`src/rtl/riscv_types.sv`:
```
// Shared RISC-V type definitions: XLEN and the load/store funct3 encodings.
// Imported by the RCA configuration package and the LSQ datapath.
package riscv_types;

    localparam int XLEN = 32;

    localparam logic [2:0] LS_B  = 3'b000;
    localparam logic [2:0] LS_H  = 3'b001;
    localparam logic [2:0] LS_W  = 3'b010;
    localparam logic [2:0] LS_BU = 3'b100;
    localparam logic [2:0] LS_HU = 3'b101;

endpackage

```
`src/rtl/rca_config.sv`:
```
// RCA configuration: LSQ depth default, queue entry and FSM state types,
// plus store lane helpers (byte enables and lane-replicated write data).
package rca_config;

    import riscv_types::*;

    localparam int LSQ_DEPTH = 4;

    typedef struct packed {
        logic [XLEN-1:0] addr;
        logic [XLEN-1:0] data;
        logic [2:0]      fn3;
        logic            is_load;
    } lsq_entry_t;

    typedef enum logic {
        IDLE,
        WAIT_RESP
    } lsq_state_t;

    // size is fn3[1:0]: 00 byte, 01 half, else word
    function automatic logic [3:0] store_be(
        input logic [1:0] size,
        input logic [1:0] off
    );
        logic [3:0] be;
        be = 4'hF;
        case (size)
            2'b00:   be = 4'b0001 << off;
            2'b01:   be = 4'b0011 << {off[1], 1'b0};
            default: be = 4'hF;
        endcase
        return be;
    endfunction

    function automatic logic [XLEN-1:0] store_wdata(
        input logic [1:0]      size,
        input logic [XLEN-1:0] d
    );
        logic [XLEN-1:0] w;
        w = d;
        case (size)
            2'b00:   w = {4{d[7:0]}};
            2'b01:   w = {2{d[15:0]}};
            default: w = d;
        endcase
        return w;
    endfunction

endpackage

```
`src/rtl/rca_lsq_ld_align.sv`:
```
// Load result extraction: picks the byte/halfword at the given offset
// and zero/sign extends per fn3.
// Ports: i_rdata (word), i_off (addr[1:0]), i_fn3 -> o_result.
module rca_lsq_ld_align
    import riscv_types::*;
(
    input  logic [XLEN-1:0] i_rdata,
    input  logic [1:0]      i_off,
    input  logic [2:0]      i_fn3,
    output logic [XLEN-1:0] o_result
);

    logic [7:0]  w_byte;
    logic [15:0] w_half;

    always_comb begin
        w_byte = i_rdata[7:0];
        unique case (i_off)
            2'd0: w_byte = i_rdata[7:0];
            2'd1: w_byte = i_rdata[15:8];
            2'd2: w_byte = i_rdata[23:16];
            2'd3: w_byte = i_rdata[31:24];
        endcase
        // halfword select ignores the misaligned low bit
        w_half = i_off[1] ? i_rdata[31:16] : i_rdata[15:0];
    end

    always_comb begin
        o_result = i_rdata;
        case (i_fn3)
            LS_B:    o_result = {{24{w_byte[7]}}, w_byte};
            LS_H:    o_result = {{16{w_half[15]}}, w_half};
            LS_BU:   o_result = {24'h0, w_byte};
            LS_HU:   o_result = {16'h0, w_half};
            default: o_result = i_rdata;
        endcase
    end

endmodule

```
`src/rtl/rca_ou_lsq.sv`:
```
// In-order load/store queue between the RCA OU grid and the data memory
// bus; one outstanding transaction, loads returned aligned and extended.
// Ports: clk/rst (sync, active high); OU side addr/data/fn3/load/store/
// new_request -> lsq_full, load_data, load_complete; memory side
// mem_addr/wdata/be/rd/wr/req_valid <- mem_req_ready/rdata/rvalid.
// Option: define RCA_LSQ_BYPASS_EN to let a request hit the bus in the
// same cycle it arrives when the queue is empty and idle.
module rca_ou_lsq
    import riscv_types::*;
    import rca_config::*;
#(
    parameter int DEPTH = LSQ_DEPTH
) (
    input  logic            clk,
    input  logic            rst,
    input  logic [XLEN-1:0] addr,
    input  logic [XLEN-1:0] data,
    input  logic [2:0]      fn3,
    input  logic            load,
    input  logic            store,
    input  logic            new_request,
    output logic            lsq_full,
    output logic [XLEN-1:0] load_data,
    output logic            load_complete,
    output logic [XLEN-1:0] mem_addr,
    output logic [XLEN-1:0] mem_wdata,
    output logic [3:0]      mem_be,
    output logic            mem_rd,
    output logic            mem_wr,
    output logic            mem_req_valid,
    input  logic            mem_req_ready,
    input  logic [XLEN-1:0] mem_rdata,
    input  logic            mem_rvalid
);

    localparam int AW = $clog2(DEPTH);
    localparam logic [AW:0]   FULL_CNT = (AW+1)'(DEPTH);
    localparam logic [AW:0]   CNT_ONE  = (AW+1)'(1);
    localparam logic [AW-1:0] PTR_ONE  = AW'(1);

    lsq_entry_t      r_fifo [DEPTH];
    logic [AW-1:0]   r_head;
    logic [AW-1:0]   r_tail;
    logic [AW:0]     r_count;
    lsq_state_t      r_state;
    logic [XLEN-1:0] r_load_data;
    logic            r_load_complete;
    logic [1:0]      r_ld_off;
    logic [2:0]      r_ld_fn3;
    logic            r_pop_pend;

    lsq_entry_t      w_new;
    lsq_entry_t      w_req;
    lsq_state_t      w_state_nxt;
    logic            w_push;
    logic            w_fifo_wr;
    logic            w_pop;
    logic            w_req_valid;
    logic            w_from_fifo;
    logic            w_issue_ld;
    logic            w_ld_done;
    logic [XLEN-1:0] w_ld_res;

    // load==store==0 is illegal; it falls through as a store
    assign w_new = '{addr: addr, data: data, fn3: fn3,
                     is_load: load && !store};

    assign lsq_full = (r_count == FULL_CNT);
    assign w_push   = new_request && !lsq_full;

`ifdef RCA_LSQ_BYPASS_EN
    logic w_byp;
    assign w_byp = new_request && (r_count == '0) && (r_state == IDLE);
    assign w_req = w_byp ? w_new : r_fifo[r_head];
    assign w_req_valid = (r_state == IDLE) &&
                         (w_byp || (r_count != '0));
    assign w_from_fifo = !w_byp;
    // a bypassed request that the bus takes never occupies a slot
    assign w_fifo_wr = w_push && !(w_byp && mem_req_ready);
`else
    assign w_req       = r_fifo[r_head];
    assign w_req_valid = (r_state == IDLE) && (r_count != '0);
    assign w_from_fifo = 1'b1;
    assign w_fifo_wr   = w_push;
`endif

    assign w_ld_done = (r_state == WAIT_RESP) && mem_rvalid;

    always_comb begin
        w_state_nxt = r_state;
        w_pop       = 1'b0;
        w_issue_ld  = 1'b0;
        unique case (r_state)
            IDLE: begin
                if (w_req_valid && mem_req_ready) begin
                    if (w_req.is_load) begin
                        w_state_nxt = WAIT_RESP;
                        w_issue_ld  = 1'b1;
                    end else begin
                        w_pop = w_from_fifo;
                    end
                end
            end
            WAIT_RESP: begin
                if (mem_rvalid) begin
                    w_state_nxt = IDLE;
                    w_pop       = r_pop_pend;
                end
            end
            default: w_state_nxt = IDLE;
        endcase
    end

    always_ff @(posedge clk) begin
        if (w_fifo_wr) begin
            r_fifo[r_tail] <= w_new;
        end
    end

    always_ff @(posedge clk) begin
        if (rst) begin
            r_head          <= '0;
            r_tail          <= '0;
            r_count         <= '0;
            r_state         <= IDLE;
            r_load_data     <= '0;
            r_load_complete <= 1'b0;
            r_ld_off        <= '0;
            r_ld_fn3        <= '0;
            r_pop_pend      <= 1'b0;
        end else begin
            r_state         <= w_state_nxt;
            r_load_complete <= w_ld_done;
            if (w_fifo_wr) begin
                r_tail <= r_tail + PTR_ONE;
            end
            if (w_pop) begin
                r_head <= r_head + PTR_ONE;
            end
            unique case ({w_fifo_wr, w_pop})
                2'b10:   r_count <= r_count + CNT_ONE;
                2'b01:   r_count <= r_count - CNT_ONE;
                default: r_count <= r_count;
            endcase
            // the response arrives later, so keep how to align it
            if (w_issue_ld) begin
                r_ld_off   <= w_req.addr[1:0];
                r_ld_fn3   <= w_req.fn3;
                r_pop_pend <= w_from_fifo;
            end
            if (w_ld_done) begin
                r_load_data <= w_ld_res;
            end
        end
    end

    rca_lsq_ld_align u_ld_align (
        .i_rdata  (mem_rdata),
        .i_off    (r_ld_off),
        .i_fn3    (r_ld_fn3),
        .o_result (w_ld_res)
    );

    assign mem_req_valid = w_req_valid;
    assign mem_rd        = w_req_valid && w_req.is_load;
    assign mem_wr        = w_req_valid && !w_req.is_load;
    assign mem_addr      = {w_req.addr[XLEN-1:2], 2'b00};
    assign mem_be        = w_req.is_load ? 4'hF :
                           store_be(w_req.fn3[1:0], w_req.addr[1:0]);
    assign mem_wdata     = store_wdata(w_req.fn3[1:0], w_req.data);
    assign load_data     = r_load_data;
    assign load_complete = r_load_complete;

`ifndef SYNTHESIS
    a_no_drop: assert property (@(posedge clk) disable iff (rst)
        !(new_request && lsq_full))
        else $warning("rca_ou_lsq: request dropped, queue full");
    a_ld_st: assert property (@(posedge clk) disable iff (rst)
        !(new_request && (load == store)))
        else $warning("rca_ou_lsq: load and store flags not exclusive");
`endif

endmodule

```
`config.mk`:
```
export PLATFORM = sky130hd
export DESIGN_NAME = rca_ou_lsq
export DESIGN_NICKNAME = d
export VERILOG_FILES = /design/src/rtl/riscv_types.sv /design/src/rtl/rca_config.sv /design/src/rtl/rca_lsq_ld_align.sv /design/src/rtl/rca_ou_lsq.sv
export SDC_FILE = /design/constraint.sdc
export NUM_CORES = 1
export LEC_CHECK = 0
export CORE_ASPECT_RATIO = 0.8
export CORE_UTILIZATION = 25
export DETAILED_ROUTE_END_ITERATION = 10
export SETUP_SLACK_MARGIN = 0.02
export SLEW_MARGIN = 20
export SYNTH_ARGS = -nofsm -noshare
export SYNTH_HDL_FRONTEND = slang
export SYNTH_SLANG_ARGS = --single-unit
```
`constraint.sdc`:
```
create_clock -name clk -period 4.2 [get_ports clk]
set_clock_uncertainty 0.2 [all_clocks]
set_input_delay 0.84 -clock clk [delete_from_list [all_inputs] [get_ports clk]]
set_output_delay 0.84 -clock clk [all_outputs]
set_load 0.02 [all_outputs]
```
==> metrics.cfg, run 1 <==
[layout]
final_nets=1046
drive_gt1_share_pct=19.3
syn2layout_area_growth_pct=30.2
multiInputGateArea_mm2=0.00318
register_area_mm2=0.00916
final_cell_mix=edfxtp_1 (272), clkdlybuf4s50_1 (206), mux4_2 (69)
diodes=0
mostFrequentLayoutCell=edfxtp_1
nFillCells=4917

[die]
die_w_um=256
core_mm2=0.0502
die_height_um=205
dieArea_mm2=0.0524
initial_core_util_pct=25.6
io_pins=211
rows=73

[yosys]
ys.flop_type=edfxtp_1
synth_area_per_cell_um2=17.3
synth-async-reset-ratio_pct=0
synth_edf_count=272
yosys_warnings=0
ys_seq_area_share_pct=71.1
synth_top_area_share_pct=63.5
yosys.area.top_type=edfxtp_1
ys_ff_latch=321
synthTopCellsByArea=edfxtp_1 (64%), mux4_2 (12%), dfxtp_1 (7.6%)
synth_cell_types=38
netlist_instances=745
netlist_area_mm2=0.0129

[clock_network]
ctsLongestPathBuffers=3
clock_latency_ps=540
cts_root_buffer=clkbuf_16
numCtsBuffers=35
clk_pin_slew_worst_paths_ps=60
cts_tree=built
cts.sinks=321
post_cts_buffers=0
htree_levels=2
ctsHoldBuffers=0
ctsResizeCount=0

[global_routing]
grt_usage_pct=12.3
grt_max_degree=53
grt_pass1_vias=7256
grt_overflow=0
grt_antenna_before_repair=7
grt_pass1_wl_um=47200

[critical_path]
cp-end-kind=output port
r2r_end=r_count[2]$_SDFFE_PP0P_
arrival_ps=3050
critPathLaunchType=flip-flop
criticalPathCategory=reg2out
required_ps=3160
rr_worst_depth=10
worst-path-max-fanout=7
regToRegSetupSlack_ps=890

[timing]
worst_hold_slack_ps=247
fin_crit_sh_pct=97.5
hold_viol=0
period_needed_ps=4090
timing.fmax_mhz=244
setup_violations=0
slew_headroom_pct=35.0
rsz0062_at_grt=no
slew_viol_final=0
tns_ps=0
tightest_slew_ps=974

[routing]
vias=7069
ant_nets=0
wirelength_um=32400
avgRoutedWirePerCell_um=19.8
drtIter0Drc=456
drtPass1Iterations=5
drcViolationCount=0
viasPerCell=4.32

[placement]
port_buffers=208
dpl.hpwl_um=22100
gp_congestion=0.801

[min_path]
hold_start=r_pop_pend$_SDFFE_PP0P_
holdCritPathClass=reg2reg
hold_end=r_pop_pend$_SDFFE_PP0P_
hold_path_depth=2

[power]
peakVddDrop_uv=387
total_power_mw=9.46
power_density_mw_per_mm2=565
p_leak_nw=5.36

[run_status]
outcome=finished, final reports clean

[job]
maxCapViolations=0

-- synthesized netlist by cell type (5+ instances only) --
library cell  instances
edfxtp_1            272
mux4_2               69
nor2_1               61
dfxtp_1              49
buf_4                41
nand2_1              40
clkbuf_1             27
a211oi_1             20
mux2_2               19
inv_1                18
o21ai_0              17
a21oi_1              14
mux2i_1              14
nand3b_1             11
buf_2                10
a32oi_1               7
o221a_2               7
and2_1                6
o221ai_1              6
ha_1                  5
nor2b_1               5
nor3_1                5
-- worst max-delay path: stages, from the launching register on --
cell and delay [ps]:
dfxtp_4 390, mux4_2 610, buf_4 230, mux2i_1 120, o21ai_0 450, clkdlybuf4s50_1 730
-- metal layers --
metal | share of wire, % | routed length [um] | GRT usage, %
met5 | 0.24 | 79 | 0
met3 | 6.6 | 2150 | 3.80
met4 | 2.4 | 768 | 4.02
met1 | 46 | 14800 | 16.5
met2 | 45 | 14600 | 18.8
-- where the power goes --
group | leakage [nW] | internal (mW) | switching [mW]
combinational | 1.90 | 1.15 | 1.36
clock | 0.561 | 1.83 | 1.24
sequential | 2.90 | 3.77 | 0.102
total | 5.36 | 6.76 | 2.70
-- logic make-up after synthesis --
kind of cell | share of synthesized area (%)
buf+inv | 4.30
fa+ha+maj | 0.642
xor+xnor | 0.204
other cells | 0.0292
flops | 71.1
mux | 14.8
simple gates | 4.79
compound gates | 4.07
-- registers in the layout, summed over array words and instances (netlist names), 2 cells and up, named ones only --
register / count
load_data: 32
r_count: 3
r_fifo: 272
r_head: 2
r_ld_fn3: 3
r_ld_off: 2
r_tail: 2
-- how the worst max path moves through the flow --
stage,from,endpoint
floorplan,new_request,r_fifo[1][0]$_DFFE_PP_
global placement,flip-flop,mem_wdata[26]
detailed placement,flip-flop,mem_wdata[26]
CTS,flip-flop,mem_wdata[26]
global route,flip-flop,mem_wdata[26]
finish,flip-flop,mem_wdata[25]
-- per-stage QoR --
stage          setup slack (ps)  cells  utilization, %  instance area (um^2)
2_1_floorplan               754    746               -                 12900
3_3_place_gp                636   1572            31.0                 15600
3_5_place_dp                600   1572            31.0                 15600
4_1_cts                    23.7   1636            33.3                 16700
5_1_grt                    51.3   1636            33.3                 16700
6_report                    105   1636            33.3                 16700
-- area by class of cell --
cell class	instances	share of cell area, %
Multi-Input combinational cell	324	19.0
Clock buffer	45	5.82
Inverter	18	0.404
Clock inverter	19	1.08
Timing Repair Buffer	234	14.0
Sequential cell	321	54.7
Tap cell	675	5.04
(Power assumes the default switching activity.)
==> run 2, diff against run 1 <==
- CORE_UTILIZATION: 25 -> 40
- SLEW_MARGIN: 20 -> 15
==> run 2 against run 1 <==
Effect of this change: sequential power barely moved; sequential share of layout area rose by 1.1 points; first-iteration DRC count fell by 7.9%; largest cell class unchanged; largest power group unchanged; highest routed layer unchanged.
==> metrics.cfg, run 2 (same netlist as run 1, synthesis figures left out) <==
[die]
io_pins=211
initial_core_util_pct=40.8
rows=58
die_height_um=162
core_mm2=0.0315
die_w_um=202
dieArea_mm2=0.0329

[timing]
rsz0062_at_grt=no
fin_crit_sh_pct=91.5
period_needed_ps=3840
worst_hold_slack_ps=260
tightest_slew_ps=985
slew_viol_final=0
timing.fmax_mhz=260
hold_viol=0
setup_violations=0
slew_headroom_pct=34.2
tns_ps=0

[clock_network]
cts_tree=built
ctsLongestPathBuffers=3
clock_latency_ps=520
ctsHoldBuffers=0
numCtsBuffers=34
clk_pin_slew_worst_paths_ps=60
htree_levels=2
cts.sinks=321
ctsResizeCount=0
cts_root_buffer=clkbuf_16
post_cts_buffers=0

[placement]
dpl.hpwl_um=18200
port_buffers=208
place_inst=1311
gp_congestion=0.838

[routing]
ant_nets=0
wirelength_um=28400
drtPass1Iterations=5
viasPerCell=5.06
vias=6962
drcViolationCount=0
avgRoutedWirePerCell_um=20.7
drtIter0Drc=420

[critical_path]
crit_path_cell_trace=mux4_2 > nor2_2 > buf_4 > mux2_2 > clkdlybuf4s50_1
r2r_end=r_count[2]$_SDFFE_PP0P_
arrival_ps=2800
critPathTopFamily=multiplexers
regToRegSetupSlack_ps=800
required_ps=3160
critPathLaunchType=flip-flop
path_depth=5
crit_path_top_delay_cell=clkdlybuf4s50_1
cp-end-kind=output port
crit_path_end=mem_wdata[14]
rr_worst_depth=10
criticalPathCategory=reg2out
slowest_delay_ps=560
crit_buf_inv=2
worst-path-max-fanout=6

[layout]
register_area_mm2=0.00916
stdcell_count=1375
drive_gt1_share_pct=18.6
final_cell_mix=edfxtp_1 (272), clkdlybuf4s50_1 (208), mux4_2 (69)
nFillCells=2616
syn2layout_area_growth_pct=27.5
multiInputGateArea_mm2=0.00317
regMostFlops=r_fifo
largest_reg_flops=272
mostFrequentLayoutCell=edfxtp_1
final_nets=1039

[power]
power_density_mw_per_mm2=570
total_power_mw=9.35
p_leak_nw=5.34
peakVddDrop_uv=321

[job]
maxCapViolations=0

[min_path]
holdCritPathClass=reg2reg

[run_status]
outcome=finished, final reports clean

[global_routing]
grt_overflow=0
grt_max_degree=69
grt_usage_pct=17.4
grt_pass1_wl_um=42700
grt_antenna_before_repair=4
grt_pass1_vias=7025

run 2: changes by cell type in the layout (fill, tap and decap cells not counted), sizes merged:
cell           delta
buf               -8
bufinv            +2
clkbuf            -3
clkdlybuf4s50     +2
diode             +2
inv               -1
run 2: metal layers:
metal | routed length [um] | GRT usage, % | up-vias
li1 | - | - | 3230
met2 | 13200 | 26.6 | 192
met1 | 12800 | 24.2 | 3496
met5 | 11 | 0 | -
met4 | 569 | 5.57 | 2
met3 | 1860 | 4.62 | 42
run 2: report_power, final:
group	internal, mW	switching, mW	total (mW)
Sequential	3.77	0.101	3.87
Clock	1.88	1.21	3.09
Combinational	1.14	1.25	2.39
run 2: area by class of cell:
| cell class | count | area share [%] |
|---|---|---|
| Multi-Input combinational cell | 324 | 19.3 |
| Sequential cell | 321 | 55.8 |
| Tap cell | 420 | 3.20 |
| Inverter | 18 | 0.412 |
| Antenna cell | 2 | 0.0305 |
| Timing Repair Buffer | 228 | 14.1 |
| Clock buffer | 42 | 5.62 |
| Clock inverter | 20 | 1.50 |
run 2: worst min path at each step:
stage                             from                       to  slack (ps)  cells after the start
6_report       r_pop_pend$_SDFFE_PP0P_  r_pop_pend$_SDFFE_PP0P_         260                      2
5_1_grt        r_pop_pend$_SDFFE_PP0P_  r_pop_pend$_SDFFE_PP0P_         290                      2
4_1_cts        r_pop_pend$_SDFFE_PP0P_  r_pop_pend$_SDFFE_PP0P_         260                      2
3_5_place_dp   r_pop_pend$_SDFFE_PP0P_  r_pop_pend$_SDFFE_PP0P_         250                      2
3_3_place_gp   r_pop_pend$_SDFFE_PP0P_  r_pop_pend$_SDFFE_PP0P_         240                      2
2_1_floorplan  r_pop_pend$_SDFFE_PP0P_  r_pop_pend$_SDFFE_PP0P_         230                      2
run 2: per-stage QoR:
stage / area [um^2] / util [%] / setup WS (ps)
final: 16400 / 52.1 / 359
after global routing: 16400 / 52.1 / 189
after floorplan: 12900 / - / 754
after detailed placement: 15200 / 48.4 / 773
after global placement: 15200 / 48.4 / 835
after CTS: 16400 / 52.1 / 305
run 2: worst register-to-register path: cells and delay by family, from the launching register on:
kind | cells | cell delay (ps)
buffers and inverters | 3 | 530
AOI/OAI and AO/OA | 2 | 590
DFF | 1 | 380
adders and majority gates | 2 | 550
xor gates and xnor gates | 1 | 160
and+or+nand+nor | 1 | 310
muxes | 1 | 620
